`config.mk`:
```
export PLATFORM = sky130hd
export DESIGN_NAME = regfile_mp
export DESIGN_NICKNAME = d
export VERILOG_FILES = /design/src/rtl/regfile_mp.sv
export SDC_FILE = /design/constraint.sdc
export NUM_CORES = 1
export LEC_CHECK = 0
export CORE_MARGIN = 5
export CORE_UTILIZATION = 60
export CTS_CLUSTER_DIAMETER = 120
export CTS_CLUSTER_SIZE = 20
export DETAILED_ROUTE_END_ITERATION = 6
export PLACE_DENSITY = 0.91
export SLEW_MARGIN = 20
export SYNTH_ARGS = -nofsm -noshare
export SYNTH_HDL_FRONTEND = slang
export SYNTH_SLANG_ARGS = --single-unit
```
`constraint.sdc`:
```
create_clock -name clk -period 4.65 [get_ports clk]
set_input_delay 0.465 -clock clk [delete_from_list [all_inputs] [get_ports clk]]
set_output_delay 0.465 -clock clk [all_outputs]
set_load 0.005 [all_outputs]
```
`src/rtl/regfile_mp.sv`:
```
// -----------------------------------------------------------------------------
// regfile_mp
//
// Parametrised multi-port register file with a pending-write scoreboard.
//
// Two combinational read ports (A, B) and two write ports:
//   W0 - ALU writeback, highest priority
//   W1 - load writeback, dropped when it collides with W0 on the same register
//
// Reads see a write that happens in the same cycle. Bypass order is W0, then
// W1, then the stored value. A scoreboard keeps one busy bit per register.
// An issue sets the bit and a writeback clears it. If both hit the same
// register in one cycle, the set wins because a new producer has been issued.
// Decode can use the rdy outputs to stall on RAW hazards.
//
// Build option:
//   REGFILE_ZERO_REG_EN - register 0 is hardwired to zero. Reads of r0 return
//                         0 and report ready. Writes and issues to r0 are
//                         discarded. When undefined, r0 is an ordinary
//                         register.
//
// Parameters:
//   DATA_W  register width in bits
//   NREGS   number of registers (power of two, >= 4)
//   AW      address width, derived from NREGS; do not override
//
// Ports:
//   clk       rising-edge clock
//   rst_n     asynchronous active-low reset
//   a_sel     read port A address     -> a_data, a_rdy
//   b_sel     read port B address     -> b_data, b_rdy
//   a_data    bypassed read data, port A
//   b_data    bypassed read data, port B
//   a_rdy     port A register has no pending write (or is written this cycle)
//   b_rdy     port B register has no pending write (or is written this cycle)
//   w0_en     write port 0 enable
//   w0_sel    write port 0 address
//   w0_data   write port 0 data
//   w1_en     write port 1 enable
//   w1_sel    write port 1 address
//   w1_data   write port 1 data
//   iss_en    issue strobe: mark iss_sel pending
//   iss_sel   destination register of the issued instruction
//   pend_cnt  registered count of pending registers
// -----------------------------------------------------------------------------
module regfile_mp #(
    parameter int DATA_W = 16,
    parameter int NREGS  = 16,
    localparam int AW    = $clog2(NREGS)
) (
    input  logic              clk,
    input  logic              rst_n,

    input  logic [AW-1:0]     a_sel,
    input  logic [AW-1:0]     b_sel,
    output logic [DATA_W-1:0] a_data,
    output logic [DATA_W-1:0] b_data,
    output logic              a_rdy,
    output logic              b_rdy,

    input  logic              w0_en,
    input  logic [AW-1:0]     w0_sel,
    input  logic [DATA_W-1:0] w0_data,

    input  logic              w1_en,
    input  logic [AW-1:0]     w1_sel,
    input  logic [DATA_W-1:0] w1_data,

    input  logic              iss_en,
    input  logic [AW-1:0]     iss_sel,

    output logic [AW:0]       pend_cnt
);

`ifdef REGFILE_ZERO_REG_EN
    localparam bit ZERO_REG = 1'b1;
`else
    localparam bit ZERO_REG = 1'b0;
`endif

    // -------------------------------------------------------------------------
    // State
    // -------------------------------------------------------------------------
    logic [DATA_W-1:0] regs [NREGS];
    logic [NREGS-1:0]  pend;

    // -------------------------------------------------------------------------
    // Per-register decode
    // -------------------------------------------------------------------------
    logic [NREGS-1:0]  w0_dec;      // W0 targets register i
    logic [NREGS-1:0]  w1_dec;      // W1 targets register i
    logic [NREGS-1:0]  iss_dec;     // issue targets register i
    logic [NREGS-1:0]  w1_take;     // W1 actually lands (not shadowed by W0)
    logic [NREGS-1:0]  pend_next;
    logic [AW:0]       pend_cnt_next;

    for (genvar gi = 0; gi < NREGS; gi++) begin : g_dec
        // A hardwired zero register never decodes as a target. W0 and W1
        // writes to it disappear here, so they cannot collide with anything.
        localparam bit IS_ZERO = ZERO_REG && (gi == 0);

        assign w0_dec[gi]  = !IS_ZERO && w0_en  && (w0_sel  == AW'(gi));
        assign w1_dec[gi]  = !IS_ZERO && w1_en  && (w1_sel  == AW'(gi));
        assign iss_dec[gi] = !IS_ZERO && iss_en && (iss_sel == AW'(gi));

        // W0 wins a same-register collision; W1 data is dropped.
        assign w1_take[gi] = w1_dec[gi] && !w0_dec[gi];

        // Both write ports clear the busy bit, including a W1 that lost the
        // collision, because the register was written either way. An issue in
        // the same cycle re-arms the bit for the new producer.
        assign pend_next[gi] = iss_dec[gi] |
                               (pend[gi] & ~(w0_dec[gi] | w1_dec[gi]));
    end

    // The count is taken from the next-state vector, so the registered
    // pend_cnt always agrees with pend after the same edge.
    always_comb begin
        pend_cnt_next = '0;
        for (int i = 0; i < NREGS; i++) begin
            pend_cnt_next = pend_cnt_next + (AW+1)'(pend_next[i]);
        end
    end

    // -------------------------------------------------------------------------
    // Storage, scoreboard and count registers
    // -------------------------------------------------------------------------
    always_ff @(posedge clk or negedge rst_n) begin
        if (!rst_n) begin
            for (int i = 0; i < NREGS; i++) begin
                regs[i] <= '0;
            end
            pend     <= '0;
            pend_cnt <= '0;
        end else begin
            for (int i = 0; i < NREGS; i++) begin
                if (w0_dec[i]) begin
                    regs[i] <= w0_data;
                end else if (w1_take[i]) begin
                    regs[i] <= w1_data;
                end
            end
            pend     <= pend_next;
            pend_cnt <= pend_cnt_next;
        end
    end

    // -------------------------------------------------------------------------
    // Read ports (combinational, bypassed)
    // Port 0 is A and port 1 is B. The logic is identical for both ports.
    // -------------------------------------------------------------------------
    for (genvar gi = 0; gi < 2; gi++) begin : g_rd
        logic [AW-1:0]     sel;
        logic [DATA_W-1:0] data;
        logic              rdy;

        assign sel = (gi == 0) ? a_sel : b_sel;

        always_comb begin
            data = regs[sel];
            rdy  = !pend[sel];

            // Evaluate W1 first so that a W0 match overrides it. This gives
            // the W0 > W1 > storage priority. A writeback also makes the
            // register ready in the same cycle.
            if (w1_en && (w1_sel == sel)) begin
                data = w1_data;
                rdy  = 1'b1;
            end
            if (w0_en && (w0_sel == sel)) begin
                data = w0_data;
                rdy  = 1'b1;
            end

            // A hardwired zero register ignores any bypass.
            if (ZERO_REG && (sel == '0)) begin
                data = '0;
                rdy  = 1'b1;
            end

            // During reset the storage already reads 0. This also masks any
            // write-port activity on the bypass path.
            if (!rst_n) begin
                data = '0;
                rdy  = 1'b1;
            end
        end
    end

    assign a_data = g_rd[0].data;
    assign a_rdy  = g_rd[0].rdy;
    assign b_data = g_rd[1].data;
    assign b_rdy  = g_rd[1].rdy;

endmodule
```
==> metrics.md <==
| Metric | Value |
|---|---|
| FFs w/ async S/R, synth | `between 90% and 100%` |
| Antenna-violating nets left | `0` |
| Worst Tran Pin Value | `about 1 ns` |
| Die Area | `between 30000 and 40000 µm²` |
| Antenna violations before repair | `8` |
| Status | `complete, but fails checks` |
| Router iterations before antenna repair | `7` |
| Period utilisation layout | `a little over nine tenths` |
| Port buffer count | `between 90 and 100` |
| Fmax | `roughly 230 MHz` |
| Fillers | `between 2000 and 2500` |
| Sequential cell area | `approximately 7000 µm²` |
| GRT overflow | `0` |
| Max_cap viols | `0` |
| Fin crit period | `about 4.4 ns` |
| Synth cell count leaders | `dfrtp_1 (277), mux2i_1 (255), nor2_1 (172)` |
| Fin Hold WS | `~0.36 ns` |
| H-tree depth | `1` |
| DP Wirelength | `around 38000 µm` |
| Nets | `1810` |
| Rel. slew slack | `between 30% and 40%` |
| Synth cell types | `42` |
| Post-Route WL | `60990 µm` |
| Setup Fix Bufs, Post-CTS | `0` |
| Non-Filler Instances | `approximately 2100` |
| Synth area leaders | `dfrtp_1 (38%), mux4_2 (17%), mux2i_1 (14%)` |
| CTS Buffer Depth | `3` |
| Sequential cell area fraction in the yosys report | `a little under two fifths` |
| Final setup viols | `0` |
| Area grow syn2layout | `9.973%` |
| Largest net degree at the start of global routing | `roughly 200` |
| Die H | `183.8 µm` |
| Final Hold Vio Count | `0` |
| CP endpoint kind | `flip-flop` |
| Flop and latch count out of synthesis | `277` |
| CTS root buf | `clkbuf_16` |
| Placed Instances | `around 2100` |
| Top cell type's share of synthesized area | `a little under two fifths` |
| Starting Density | `between 60 and 70%` |
| Post-DR wirelength/cell | `28.63 µm` |
| CTS tree | `yes` |
| Via density | `between 7 and 8` |
| Clk pin slew, worst setup/hold paths | `0.10 ns` |
| Clock skew | `around 0.011 ns` |
| Critical Path RT | `about 5.1 ns` |
| Arr. time, crit path | `4.84 ns` |
| Multi-input logic area | `approximately 10000 µm²` |
| Tot GR Track Use | `approximately 36%` |
| Violations in the final reports | `design-rule violations` |
| Vias in the first global route | `~16000` |
| Min-Delay Path Class | `in -> async` |
| Leakage power | `8.698 nW` |
| Syn Nets | `approximately 1800` |
| Total Power | `~7.9 mW` |
| Die Wd | `183.8 µm` |
| Syn Area/Cell | `~10 µm²` |
| RSZ-0062 raised after global routing | `false` |
| Rows | `63` |
| Crit-path max FO | `5` |
| CTS buffer count | `17` |
| Largest area contributor in the synthesized netlist | `dfrtp_1` |
| Core area | `29720 µm²` |
| Num ports | `96` |
| Post-synth EDFFs | `0` |
| Post-Synthesis Cells | `1730` |
| First-pass GRT wire length | `92460 µm` |
| Clock Latency Late Sink | `between 0.5 and 0.6 ns` |
| GP Congestion | `about 0.96` |
| Power density over cell area | `around 390 nW/µm²` |
| Sink Count | `277` |
| Most used DFF post-synth | `dfrtp_1` |
| DRT iter0 DRCs | `2994` |
| Critical path class | `in -> reg` |
| DRC errors left | `15` |
| Layout cells sized above 1 | `between 15 and 20%` |
| Most common cell in the synthesized netlist | `dfrtp_1` |
| Warnings, synthesis | `0` |
| Max-slew violation count | `0` |
| Maximum VDD drop | `0.0003110 V` |
| CTS resizes | `0` |
| Vias | `roughly 16000` |
| Mapped cell area | `between 15000 and 20000 µm²` |
| CP Launch Type | `input port` |
==> stage by stage <==
step           TNS [ns]  setup WS, ns  instance area, µm²  utilization (%)
3_3_place_gp    -0.5676       -0.1896               19460            65.47
3_5_place_dp    -0.8893       -0.2692               19460            65.47
4_1_cts               0        0.2422               19910            66.98
6_report              0        0.2234               19940            67.09
5_1_grt               0       0.04280               19930            67.08
2_1_floorplan         0       0.03233               18150                -
==> per-layer routing <==
metal / part of all wire (%) / GRT usage, %
met5: 0.067 / 0
met1: 33 / 44.03
met4: 8.7 / 24.16
met3: 14 / 12.19
met2: 43 / 53.70
==> power by group <==
group / leakage, nW / total (mW) / switching (mW) / internal, mW
Sequential: 3.28 / 3.54 / 0.499 / 3.04
Combinational: 5.20 / 2.81 / 1.32 / 1.50
Clock: 0.218 / 1.50 / 0.837 / 0.662
==> worst max-delay path, cell delays in order <==
cell             delay, ns
clkdlybuf4s50_1       0.47
buf_4                 0.18
nor3b_2               0.23
buf_4                 0.15
nand2_1               0.08
nand2_1               0.08
o21ai_0               0.10
buf_4                 0.16
fa_1                  0.48
fa_1                  0.51
fa_1                  0.52
inv_1                 0.06
fa_1                  0.48
inv_1                 0.04
ha_1                  0.21
fa_2                  0.40
a21oi_1               0.15
nor2b_1               0.06
==> registers in the layout, summed over array words and instances, names as in the netlist <==
name / count
regs: 256
pend: 16
pend_cnt: 5
==> kinds of logic after synthesis <==
family | after synthesis | synth area share, %
buffers and inverters | 228 | 5.507
AOI/OAI and AO/OA | 376 | 12.46
DFF | 277 | 38.23
and+or+nand+nor | 423 | 10.26
adders and majority gates | 15 | 1.449
xor gates and xnor gates | 18 | 0.8696
muxes | 393 | 31.22
==> worst paths after layout <==
kind / start / endpoint / slack (ns) / cells past startpoint
worst min register to register: regs[47] / regs[47] / 0.59 / 2
worst max-delay path: w1_sel[3] / pend_cnt[4] / 0.22 / 18
max in group asynchronous: rst_n / regs[157] / 2.17 / 5
min in group clk: regs[47] / regs[47] / 0.59 / 2
worst min-delay path: rst_n / regs[47] / 0.36 / 2
worst max register to register: pend[0] / pend_cnt[4] / 0.76 / 12
==> repair_timing <==
item                       4_1_cts  5_1_grt
setup endpoints to repair        0        0
hold endpoints to repair        18        0
hold buffers                     1        0
==> placed cells by master, fill, tap and decap left out, drive strengths merged, types with 5 or more instances in the layout <==
| cell | netlist | final |
|---|---|---|
| dfrtp | 277 | 277 |
| mux2i | 255 | 255 |
| nor2 | 178 | 178 |
| a21oi | 165 | 165 |
| nand2 | 161 | 161 |
| mux4 | 138 | 138 |
| buf | 94 | 105 |
| o21ai | 100 | 100 |
| clkdlybuf4s50 | 0 | 90 |
| a22oi | 64 | 64 |
| and2 | 40 | 40 |
| a221o | 32 | 32 |
| inv | 21 | 22 |
| clkbuf | 113 | 17 |
| xor2 | 13 | 13 |
| nor2b | 11 | 11 |
| fa | 10 | 10 |
| and3 | 8 | 8 |
| nand3 | 7 | 7 |
| a32o | 6 | 6 |
| xnor2 | 5 | 5 |
| ha | 5 | 5 |
==> layout make-up <==
| cell class | count | share of cell area (%) |
|---|---|---|
| multi-input combinational | 1225 | 51.25 |
| clock inverter | 2 | 0.06903 |
| inverter | 21 | 0.3954 |
| antenna | 2 | 0.02510 |
| timing repair buffer | 196 | 8.911 |
| sequential | 277 | 34.77 |
| clock buffer | 17 | 2.134 |
| tap | 390 | 2.447 |
(Power assumes the default switching activity.)
